## config.mk

```make
export PLATFORM = sky130hd
export DESIGN_NAME = layeriomem_dfifo_drain
export DESIGN_NICKNAME = d
export VERILOG_FILES = /design/src/rtl/layeriomem_dfifo_drain.sv
export SDC_FILE = /design/constraint.sdc
export NUM_CORES = 1
export LEC_CHECK = 0
export ABC_AREA = 1
export BUFFER_PORTS_ARGS = -buffer_cell sky130_fd_sc_hd__buf_4
export CAP_MARGIN = 20
export CORE_AREA = 2 2 336 338
export CTS_BUF_LIST = sky130_fd_sc_hd__clkbuf_16
export CTS_CLUSTER_SIZE = 10
export DETAILED_ROUTE_END_ITERATION = 7
export DIE_AREA = 0 0 338 340
export PLACE_DENSITY = 0.36
export SLEW_MARGIN = 0
export SYNTH_ARGS = -nofsm -noshare
export SYNTH_HDL_FRONTEND = slang
export SYNTH_SLANG_ARGS = --single-unit
export TNS_END_PERCENT = 20
```

## constraint.sdc

```tcl
create_clock -name clk_i -period 6.45 [get_ports clk_i]
set_input_delay 0.645 -clock clk_i [delete_from_list [all_inputs] [get_ports clk_i]]
set_output_delay 0.645 -clock clk_i [all_outputs]
set_load 0.02 [all_outputs]
```

## src/rtl/layeriomem_dfifo_drain.sv

```systemverilog
// layeriomem_dfifo_drain: round-robin drain of per-bank dfifos into layerio banks and address memory.
// Defining LAYERIOMEM_DRAIN_CHECK_EN adds the sticky overflow_err_o output.
module layeriomem_dfifo_drain #(
    parameter  int CLKDIV = 4,
    parameter  int DEPTH  = 4096,
    parameter  int DATA_W = 128,
    parameter  int CNT_W  = 32,
    localparam int AW     = $clog2(DEPTH),
    localparam int BW     = $clog2(DEPTH / CLKDIV),
    localparam int GW     = $clog2(CLKDIV),
    localparam int EW     = AW + BW + DATA_W
) (
    input  logic                 clk_i,
    input  logic                 reset_i,
    input  logic [CLKDIV-1:0]    dfifo_empty_i,
    input  logic [CLKDIV*EW-1:0] dfifo_q_i,
    output logic [CLKDIV-1:0]    dfifo_rdreq_o,
    input  logic                 start_i,
    input  logic [CNT_W-1:0]     total_layerio_writes_i,
    input  logic [BW-1:0]        wr_offset_i,
    output logic [CLKDIV-1:0]    bank_we_o,
    output logic [BW-1:0]        bank_addr_o,
    output logic [DATA_W-1:0]    bank_d_o,
    output logic                 amem_we_o,
    output logic [AW-1:0]        amem_addr_o,
    output logic [GW+BW-1:0]     amem_d_o,
    output logic                 wrote_layerio_layer_o,
`ifdef LAYERIOMEM_DRAIN_CHECK_EN
    output logic [CNT_W-1:0]     writes_done_o,
    output logic                 overflow_err_o
`else
    output logic [CNT_W-1:0]     writes_done_o
`endif
);
    logic [GW-1:0]     ptr_q, g;
    logic              gnt, done;
    logic [EW-1:0]     ent;
    logic [AW-1:0]     ent_a;
    logic [BW-1:0]     baddr;
    logic [CNT_W-1:0]  cnt_q, cnt_d, base, inc;
    logic [CLKDIV-1:0] bank_we_q;
    logic [BW-1:0]     bank_addr_q;
    logic [DATA_W-1:0] bank_d_q;
    logic              amem_we_q, pulse_q;
    logic [AW-1:0]     amem_addr_q;
    logic [GW+BW-1:0]  amem_d_q;

    // Descending scan so the closest non-empty fifo at/after ptr wins.
    always_comb begin
        g   = '0;
        gnt = 1'b0;
        for (int k = CLKDIV - 1; k >= 0; k--) begin
            if (!dfifo_empty_i[ptr_q + GW'(k)]) begin
                g   = ptr_q + GW'(k);
                gnt = 1'b1;
            end
        end
    end

    assign dfifo_rdreq_o = (gnt && !reset_i) ? CLKDIV'(1) << g : '0;
    assign ent   = dfifo_q_i[g*EW +: EW];
    assign ent_a = ent[EW-1 -: AW];
    assign baddr = ent[DATA_W +: BW] + wr_offset_i;

    // A pop in the start cycle counts toward the new layer; the count saturates.
    assign base  = start_i ? '0 : cnt_q;
    assign inc   = &base ? base : base + CNT_W'(1);
    assign done  = gnt && total_layerio_writes_i != '0 && inc == total_layerio_writes_i;
    assign cnt_d = !gnt ? base : done ? '0 : inc;

    always_ff @(posedge clk_i or posedge reset_i) begin
        if (reset_i) begin
            ptr_q       <= '0;
            cnt_q       <= '0;
            pulse_q     <= 1'b0;
            bank_we_q   <= '0;
            bank_addr_q <= '0;
            bank_d_q    <= '0;
            amem_we_q   <= 1'b0;
            amem_addr_q <= '0;
            amem_d_q    <= '0;
        end else begin
            ptr_q     <= gnt ? g + GW'(1) : ptr_q;
            cnt_q     <= cnt_d;
            pulse_q   <= done;
            bank_we_q <= gnt ? CLKDIV'(1) << g : '0;
            amem_we_q <= gnt;
            if (gnt) begin
                bank_addr_q <= baddr;
                bank_d_q    <= ent[DATA_W-1:0];
                amem_addr_q <= ent_a;
                amem_d_q    <= {g, baddr};
            end
        end
    end

`ifdef LAYERIOMEM_DRAIN_CHECK_EN
    logic ovf_q;
    always_ff @(posedge clk_i or posedge reset_i) begin
        if (reset_i) ovf_q <= 1'b0;
        else ovf_q <= ovf_q | (gnt && ((cnt_q == total_layerio_writes_i && total_layerio_writes_i != '0)
                                       || 32'(ent_a) >= DEPTH));
    end
    assign overflow_err_o = ovf_q;
`endif

    assign bank_we_o             = bank_we_q;
    assign bank_addr_o           = bank_addr_q;
    assign bank_d_o              = bank_d_q;
    assign amem_we_o             = amem_we_q;
    assign amem_addr_o           = amem_addr_q;
    assign amem_d_o              = amem_d_q;
    assign wrote_layerio_layer_o = pulse_q;
    assign writes_done_o         = cnt_q;
endmodule
```

==> impl_metrics.ini <==
[status]
status = complete, no violations

[timing]
setup_viol = 0
period_share_pct = 71.5
tightest_slew_ns = 1.17
hold_viol = 0
max_slew_margin_pct = 22.3
fin_crit_ns = 4.61
finClkSkew_ns = 0.0175
setup_tns_ns = 0
drv_slew = 0
fmax_ghz = 0.217
rsz0062_at_grt = no

[logic_synthesis]
yosysTopAreaCell = dfrtp_1
synth_top_flop_cell = dfrtp_1
synth.yosys.seq_area_share_pct = 34.2
synth-simple-area-share_pct = 28.8
ys_async_sr_fraction_pct = 100
synth_cell_types = 40
syn_nets = 2789
synth_xor_area_share_pct = 1.18
synth_most_common_cell = nor2_1
synth_top_family_by_area = simple AND/OR/NAND/NOR gates
yosys.area.top_type_share_pct = 34.2
synth_commonest_cells = 524 x nor2_1, 370 x nand2_1, 287 x o21ai_0
synth_cells = 2125
muxShareOfSynthArea_pct = 0.998
syn_area_mm2 = 0.0140
avgSynthCellArea_um2 = 6.61
synthAdderAreaFrac_pct = 1.39
ys_warn_count = 0
synth_edf_count = 0
synth_compound_area_share_pct = 25.1
synth_area_leaders = dfrtp_1 34%, nor2_1 14%, o21ai_0 10%, nand2_1 9.9%, o21bai_1 6.1%
ys_ff_latch = 192

[power_and_ir_drop]
p_switching_mw = 7.06
swShare_pct = 55.2
internal-power_mw = 5.73
clkPwrFrac_pct = 9.4
combPwrFrac_pct = 73.0
p_per_area_mw_per_mm2 = 570
irDropWorstVdd_mv = 0.569
p_leak_nw = 10.7
pwr-share-seq_pct = 17.6
total_power_mw = 12.8

[floorplan]
initial_core_util_pct = 12.6
coreArea_mm2 = 0.112
die_area_mm2 = 0.115
rows = 123
die_w_um = 338
ios = 853
die_h_um = 340

[critical_path]
crit_type = reg2reg
cp-end-kind = flop
crit_fanout = 55
cp_data_required_time_ns = 6.82
start_kind = flop
reg2reg_slack_ns = 1.84
arrival_ns = 4.98

[clock_network]
max-clock-path-buffers = 2
post-cts-setup-buffers = 0
clk_pin_slew_ns = 0.09
clock-root-buffer = clkbuf_16
cts_buffers = 17
hold_buffers = 0
clk_latency_ns = 0.52
cts_htree_levels = 4
tritoncts = done
cts.sinks = 192
post_cts_resized = 0

[detailed_routing]
routed_wl_um = 92600
drc = 0
ant_nets = 0
post_drt_wl_per_cell_um = 21.1
vias_per_cell = 3.96
drtIter0Drc = 994
vias = 17300
firstDrtPassIters = 5

[place]
routabilityCongestion = 0.845
postPlaceCellArea_mm2 = 0.0218
dp.cells = 4336
dp_hpwl_um = 72700
port_buffers = 852

[grt]
antenna_found_initial = 35
grt_usage_pct = 15.6
grt_first_pass_wirelength_um = 128000
grt_max_degree = 182
overflow = 0
grt_pass1_vias = 17400

[job]
drv_cap = 0

[cells_and_area]
multiInputGateArea_mm2 = 0.00811
finalInstanceArea_mm2 = 0.0225
fillCellCount = 12800
register_area_mm2 = 0.00480
drive_above_1_share_pct = 32.4
finish.cell_count_without_fillers = 4383
syn_to_final_growth_pct = 59.8
layout.nets = 3519

[worst_hold_path]
min_path_type = in2async
final timing paths:
check	cells after the start	to	from
setup reg to reg	22	bank_addr_o[8]	ptr_q[0]
hold / removal	2	bank_d_o[84]	reset_i
min in group clk_i	3	amem_addr_o[1]	dfifo_q_i[589]
hold reg to reg	2	bank_d_o[24]	bank_d_o[24]
max in group asynchronous	3	bank_d_o[127]	reset_i
setup / recovery	22	bank_addr_o[8]	ptr_q[0]
worst max-delay path: stages, from the launching register on:
cell,delay [ns]
dfrtp_1,0.55
inv_1,0.17
nand2_1,0.10
nand3_1,0.19
o21ai_0,0.18
inv_1,0.11
nand2_1,0.08
nand2_1,0.08
nand2_4,0.45
buf_4,0.68
nor2_1,0.10
o22ai_1,0.24
ha_1,0.33
a21oi_1,0.13
o21ai_0,0.14
a21o_1,0.19
a21oi_1,0.17
nor2_1,0.07
nor2_1,0.09
nor2_1,0.04
nor2_1,0.10
xor2_1,0.15
o21ai_0,0.09
sequential cells by signal (all words and copies together), names as in the netlist:
| signal | flops |
|---|---|
| amem_addr_o | 12 |
| bank_addr_o | 9 |
| ptr_q | 2 |
| bank_we_o | 4 |
| bank_d_o | 128 |
| amem_d_o | 3 |
| amem_we_o | 1 |
| writes_done_o | 32 |
| wrote_layerio_layer_o | 1 |
final cells by class:
cell class	count	area share [%]
Clock buffer	17	1.89
Tap cell	1500	8.36
Clock inverter	15	0.752
Antenna cell	15	0.167
Multi-Input combinational cell	1658	36.1
Sequential cell	192	21.4
Inverter	116	2.02
Timing Repair Buffer	870	29.3
power groups by stage:
stage | combinational (mW) | clock (mW) | sequential, mW
finish | 9.35 | 1.20 | 2.25
detailed placement | 9.49 | 0 | 2.26
floorplan | 5.46 | 0 | 2.79
global placement | 9.51 | 0 | 2.27
CTS | 9.51 | 1.28 | 2.26
global route | 10.4 | 1.31 | 2.32
per-layer routing:
| metal | wire (um) | up-vias | GRT usage, % | part of all wire [%] |
|---|---|---|---|---|
| met1 | 37600 | 8111 | 18.2 | 41 |
| met2 | 45800 | 567 | 26.7 | 50 |
| li1 | - | 8556 | - | - |
| met4 | 1470 | 20 | 4.10 | 1.6 |
| met3 | 7520 | 87 | 5.53 | 8.1 |
| met5 | 124 | - | 0 | 0.13 |
placed cells by master, fill, tap and decap left out, types with 2 or more instances in the layout:
master and instances:
inv_8 6, o311ai_0 13, nand3b_1 2, nand2_1 368
dfrtp_1 192, o21bai_1 114, nand3_2 5, nand4_1 8
mux2i_1 14, xor2_1 12, ha_1 14, nor2_1 524
a21oi_1 37, nand2_4 2, diode_2 15, nor2_4 4
xnor2_1 5, clkinv_2 3, o21ai_0 286, nand2_2 5
o221ai_1 14, o21ai_1 4, inv_1 112, nand3_1 88
clkbuf_16 17, clkinv_4 3, inv_6 3, nor2_2 4
clkinv_8 2, or2_2 2, nor3_1 2, a31oi_1 114
buf_4 866, buf_12 4, o22ai_1 8
through the flow:
stage | setup slack (ns) | hold slack (ns) | utilization [%]
after global placement | 1.74 | 0.471 | 19.6
after floorplan | 0.142 | 0.584 | -
final | 1.84 | 0.106 | 20.1
after CTS | 1.83 | 0.0730 | 20.1
after global routing | 1.35 | 0.0923 | 20.1
after detailed placement | 1.68 | 0.479 | 19.6
cells by family (layout without fill, tap and decap cells):
logic type / count (synthesis) / count (layout)
other: 0 / 15
AND/OR/NAND/NOR: 1016 / 1016
AO/OA/AOI/OAI: 595 / 595
flip-flops: 192 / 192
buffers and inverters: 275 / 1018
XOR/XNOR: 18 / 18
adder cells (fa/ha/maj): 15 / 15
multiplexers: 14 / 14
Power figures use the tool's default switching activity.
